===== src/rtl/rr_arbiter_generic.sv =====
// Round-robin arbiter for 2**N requesters sharing one resource.
// A rotating-priority search starting at ptr picks the next owner. The grant
// is registered one-hot and held until the owner drops its request or the
// hold limit runs out. There is always one idle cycle between two grants.
//
// Handshake: req[k] is a level request held until served. gnt[k] is high
// while agent k owns the resource. The owner releases by dropping req[k].
// The arbiter takes the grant away after MAX_HOLD cycles (MAX_HOLD != 0)
// even if req[k] is still high. gnt_id/gnt_valid mirror gnt for the datapath
// select mux.
module rr_arbiter_generic #(
  parameter int N        = 2,
  parameter int MAX_HOLD = 8
) (
  input  logic              clk,
  input  logic              rst_n,
  input  logic [2**N-1:0]   req,
  output logic [2**N-1:0]   gnt,
  output logic [N-1:0]      gnt_id,
  output logic              gnt_valid,
  output logic              none,
  output logic              dbg_state
);

  localparam int R  = 2**N;
  localparam int HW = (MAX_HOLD > 2) ? $clog2(MAX_HOLD) : 1;
  localparam logic [HW-1:0] HOLD_LAST = HW'((MAX_HOLD > 0) ? MAX_HOLD - 1 : 0);

  typedef enum logic {
    IDLE  = 1'b0,
    GRANT = 1'b1
  } state_t;

  state_t          state, state_nxt;
  logic [R-1:0]    gnt_nxt;
  logic [N-1:0]    id_nxt;
  logic            valid_nxt;
  logic [N-1:0]    ptr, ptr_nxt;
  logic [HW-1:0]   hold_cnt, hold_nxt;

  logic            pick_found;
  logic [N-1:0]    pick_id;
  logic [N-1:0]    cand;
  logic            owner_drop;
  logic            timeout;

  // Debug view of the FSM: 0 = IDLE, 1 = GRANT.
  assign dbg_state = (state == GRANT);

  // Combinational "no requests" flag.
  assign none = (req == '0);

  // Circular search from ptr: the first requester at or after ptr wins.
  always_comb begin
    pick_found = 1'b0;
    pick_id    = '0;
    cand       = '0;
    for (int i = 0; i < R; i++) begin
      cand = ptr + N'(i);
      if (!pick_found && req[cand]) begin
        pick_found = 1'b1;
        pick_id    = cand;
      end
    end
  end

  // Release conditions while a grant is active.
  always_comb begin
    owner_drop = !req[gnt_id];
    timeout    = (MAX_HOLD != 0) && (hold_cnt == HOLD_LAST);
  end

  // Next-state and next-output logic.
  always_comb begin
    state_nxt = state;
    gnt_nxt   = gnt;
    id_nxt    = gnt_id;
    valid_nxt = gnt_valid;
    ptr_nxt   = ptr;
    hold_nxt  = hold_cnt;
    case (state)
      IDLE: begin
        if (pick_found) begin
          state_nxt = GRANT;
          gnt_nxt   = R'(1) << pick_id;
          id_nxt    = pick_id;
          valid_nxt = 1'b1;
          hold_nxt  = '0;
        end
      end
      GRANT: begin
        if (owner_drop || timeout) begin
          // Pointer moves past the owner, so a timed-out owner that is
          // still requesting ends up with the lowest priority.
          state_nxt = IDLE;
          gnt_nxt   = '0;
          valid_nxt = 1'b0;
          ptr_nxt   = gnt_id + N'(1);
        end else if (MAX_HOLD != 0) begin
          hold_nxt = hold_cnt + HW'(1);
        end
      end
      default: begin
        state_nxt = IDLE;
        gnt_nxt   = '0;
        valid_nxt = 1'b0;
      end
    endcase
  end

  // State and output registers; reset wins over everything, including a live grant.
  always_ff @(posedge clk) begin
    if (!rst_n) begin
      state     <= IDLE;
      gnt       <= '0;
      gnt_id    <= '0;
      gnt_valid <= 1'b0;
      ptr       <= '0;
      hold_cnt  <= '0;
    end else begin
      state     <= state_nxt;
      gnt       <= gnt_nxt;
      gnt_id    <= id_nxt;
      gnt_valid <= valid_nxt;
      ptr       <= ptr_nxt;
      hold_cnt  <= hold_nxt;
    end
  end

  // Structural invariants of the grant outputs.
  a_gnt_onehot : assert property (@(posedge clk) disable iff (!rst_n) $onehot0(gnt));
  a_gnt_valid  : assert property (@(posedge clk) disable iff (!rst_n) gnt_valid == (gnt != '0));

endmodule


===== config.mk =====
export PLATFORM = sky130hd
export DESIGN_NAME = rr_arbiter_generic
export DESIGN_NICKNAME = d
export VERILOG_FILES = /design/src/rtl/rr_arbiter_generic.sv
export SDC_FILE = /design/constraint.sdc
export NUM_CORES = 1
export LEC_CHECK = 0
export CAP_MARGIN = 5
export CORE_MARGIN = 4
export CORE_UTILIZATION = 47
export DETAILED_ROUTE_END_ITERATION = 10
export PLACE_DENSITY = 0.81
export SETUP_SLACK_MARGIN = 0.4
export SKIP_LAST_GASP = 1
export SYNTH_ARGS = -nofsm -noshare
export SYNTH_HDL_FRONTEND = slang
export SYNTH_SLANG_ARGS = --single-unit

===== constraint.sdc =====
create_clock -name clk -period 2.1 [get_ports clk]
set_input_delay 0.63 -clock clk [delete_from_list [all_inputs] [get_ports clk]]
set_output_delay 0.63 -clock clk [all_outputs]
set_load 0.01 [all_outputs]

==> impl_results.md <==
- DRT antenna net count: 0
- Ys async rst share: 0%
- Peak supply drop: 0.0004869 V
- DRT iter0 DRCs: 7
- PnR worst setup slack: 0.2983 ns
- Rel. slew slack: 73.29%
- Flop-to-flop setup slack: 0.51 ns
- Post-synth EDFFs: 0
- Die outline width: 45.95 um
- Nets@finish: 108
- Die height: 45.95 um
- HPWL Detailed: 1205 um
- Status: finished clean
- # fillers: 122
- Final hold vios: 0
- Buffer and inverter count on the worst path: 2
- Routed wire length per instance: 14.10 um
- Multi-input gate area: 399.1 um2
- Area grow syn2layout: 36.97%
- Commonest non-fill, non-tap cell in the layout: buf_4
- Tightest Hold Check Type: register to register
- Mapped Area: 676.9 um2
- Final Util: 69.51%
- Crit start category: primary input
- Vias/cell: 5.474
- Fin crit share: 85.79%
- Prevailing post-synth register cell: dfxtp_1
- CP Max Fanout: 2
- LEAKAGE: 0.0004461 uW
- Detailed-route via count: 624
- RSZ-0062 raised after global routing: true
- First-pass GRT wire length: 2773 um
- Critical-path top delay cell: nor4_4
- Die area: 2111 um2
- Sequential Area: 264.0 um2
- Critical Path Max Stage Delay: 0.27 ns
- DRC: 0
- Clock tree buffer depth: 2
- CP delay by family, top: buffers and inverters
- GP Congestion: 0.7748
- Critical Path End Type: output port
- Worst setup path class: primary input to output port
- Cells after Synth: 71
- Total Routing Usage GR: 18.07%
- Fmax: 555.0 MHz
- Pwr Total: 592.1 uW
- Site Rows: 13
- Total CTS buffers: 3
- Port buffer count: 14
- Vias in the first global route: 674
- Dpl cell area: 903.4 um2
- Post-route setup TNS: 0 ns
- Most frequent cells in the layout: 12 x buf_4, 10 x dfxtp_1, 8 x dlygate4sd2_1
- Global route overflow: 0
- # clock sinks: 13
- Skew final: 0.001887 ns
- Final Critical Period: 1.802 ns
- Initial antenna violation count: 0
- Syn_area_per_cell: 9.534 um2
- Max_cap viols: 0
- Net Count, Synth: 79
- Area of the core: 1334 um2
- Routed wire length: 1607 um
- CTS H-Tree Depth: 1
- Share of the yosys chip area belonging to registers: 38.45%
- # diodes: 0
- Initial Utilization: 50.75%
- Slew @ Worst Pin: 0.3979 ns
- I/O pins: 15
- Synth warn: 0
- Clock Tree Root: clkbuf_4
- Post-synthesis cell type count: 32
- Layout cells sized above 1: 32.32%
- CTS clk-pin slew, worst paths: 0.08 ns
- Number of detailed-route iterations in the first pass: 4
- Design area: 927.1 um2
- Final max-slew violation count: 0
- Largest net degree at the start of global routing: 16
- Crit path DAT: 1.17 ns
- Skew-Pair Late Insertion Delay: 0.27 ns
- CTS tree: yes
- Final setup viols: 0
- Worst EP required: 1.47 ns
- Yosys reg bits: 13
- Dpl ws: -0.5074 ns
- Cell Chain, Critical Path: buf_8, nor4_4, buf_2
- Cell area power density: 638.6 nW/um2
## per-layer routing
layer  share of wire, %  GRT usage, %  up-vias
met5                  0             0        -
met4                1.2         7.386        0
met3                2.4         3.557        2
met2                 52         32.42        9
met1                 45         20.33      297
li1                   -             -      316
## power breakdown
part / internal (uW) / switching [uW]
registers: 268 / 18.3
logic: 80.5 / 71.3
clock network: 73.4 / 80.8
total: 422 / 170
## through the flow
step | cells | hold WS (ns)
3_5_place_dp | 109 | 0.4523
5_1_grt | 114 | 0.4886
2_1_floorplan | 71 | 0.4534
4_1_cts | 114 | 0.4660
3_3_place_gp | 109 | 0.4505
6_report | 114 | 0.4646
## layout make-up
class | instances | area share, %
clock buffers | 4 | 2.834
inverters | 2 | 0.8097
multi-input cells | 54 | 43.05
flip-flops and latches | 13 | 28.48
well taps | 15 | 2.024
repair buffers | 26 | 22.81
## final timing paths
kind                    start      to  cells after the start
hold reg to reg        gnt[1]  gnt[1]                      1
setup reg to reg  hold_cnt[0]  gnt[1]                      6
hold / removal         gnt[1]  gnt[1]                      1
setup / recovery       req[1]    none                      3
## repair_timing
| action | in CTS | in global routing |
|---|---|---|
| buffers inserted | 1 | 0 |
| pin swaps | 1 | 1 |
| hold buffers | 0 | 0 |
| endpoints found under the setup margin | 22 | 4 |
| gates resized for setup | 30 | 6 |
## registers in the layout, indices dropped and copies added (netlist names)
register,cells
gnt_valid,1
gnt_id,2
gnt,4
dbg_state,1
ptr,2
hold_cnt,3
## synth_stat cells, types with 2 or more instances
cell type / n / share of area, %
o21ai_0: 4 / 3.0
mux2i_1: 5 / 7.4
nand2_1: 6 / 3.3
or2_2: 2 / 1.8
a32o_2: 2 / 3.3
nand3_1: 7 / 5.2
ha_1: 2 / 3.7
dfxtp_1: 13 / 38
inv_1: 2 / 1.1
o2bb2ai_1: 2 / 2.6
nor2b_1: 2 / 1.8
nand2b_1: 4 / 3.7
## logic make-up after synthesis
logic type | after synthesis | synth area share (%)
compound gates | 16 | 18.67
mux | 5 | 7.394
flops | 13 | 38.45
fa+ha+maj | 2 | 3.696
buf+inv | 4 | 3.327
xor+xnor | 1 | 1.294
simple gates | 30 | 27.17
(Power assumes the default switching activity.)
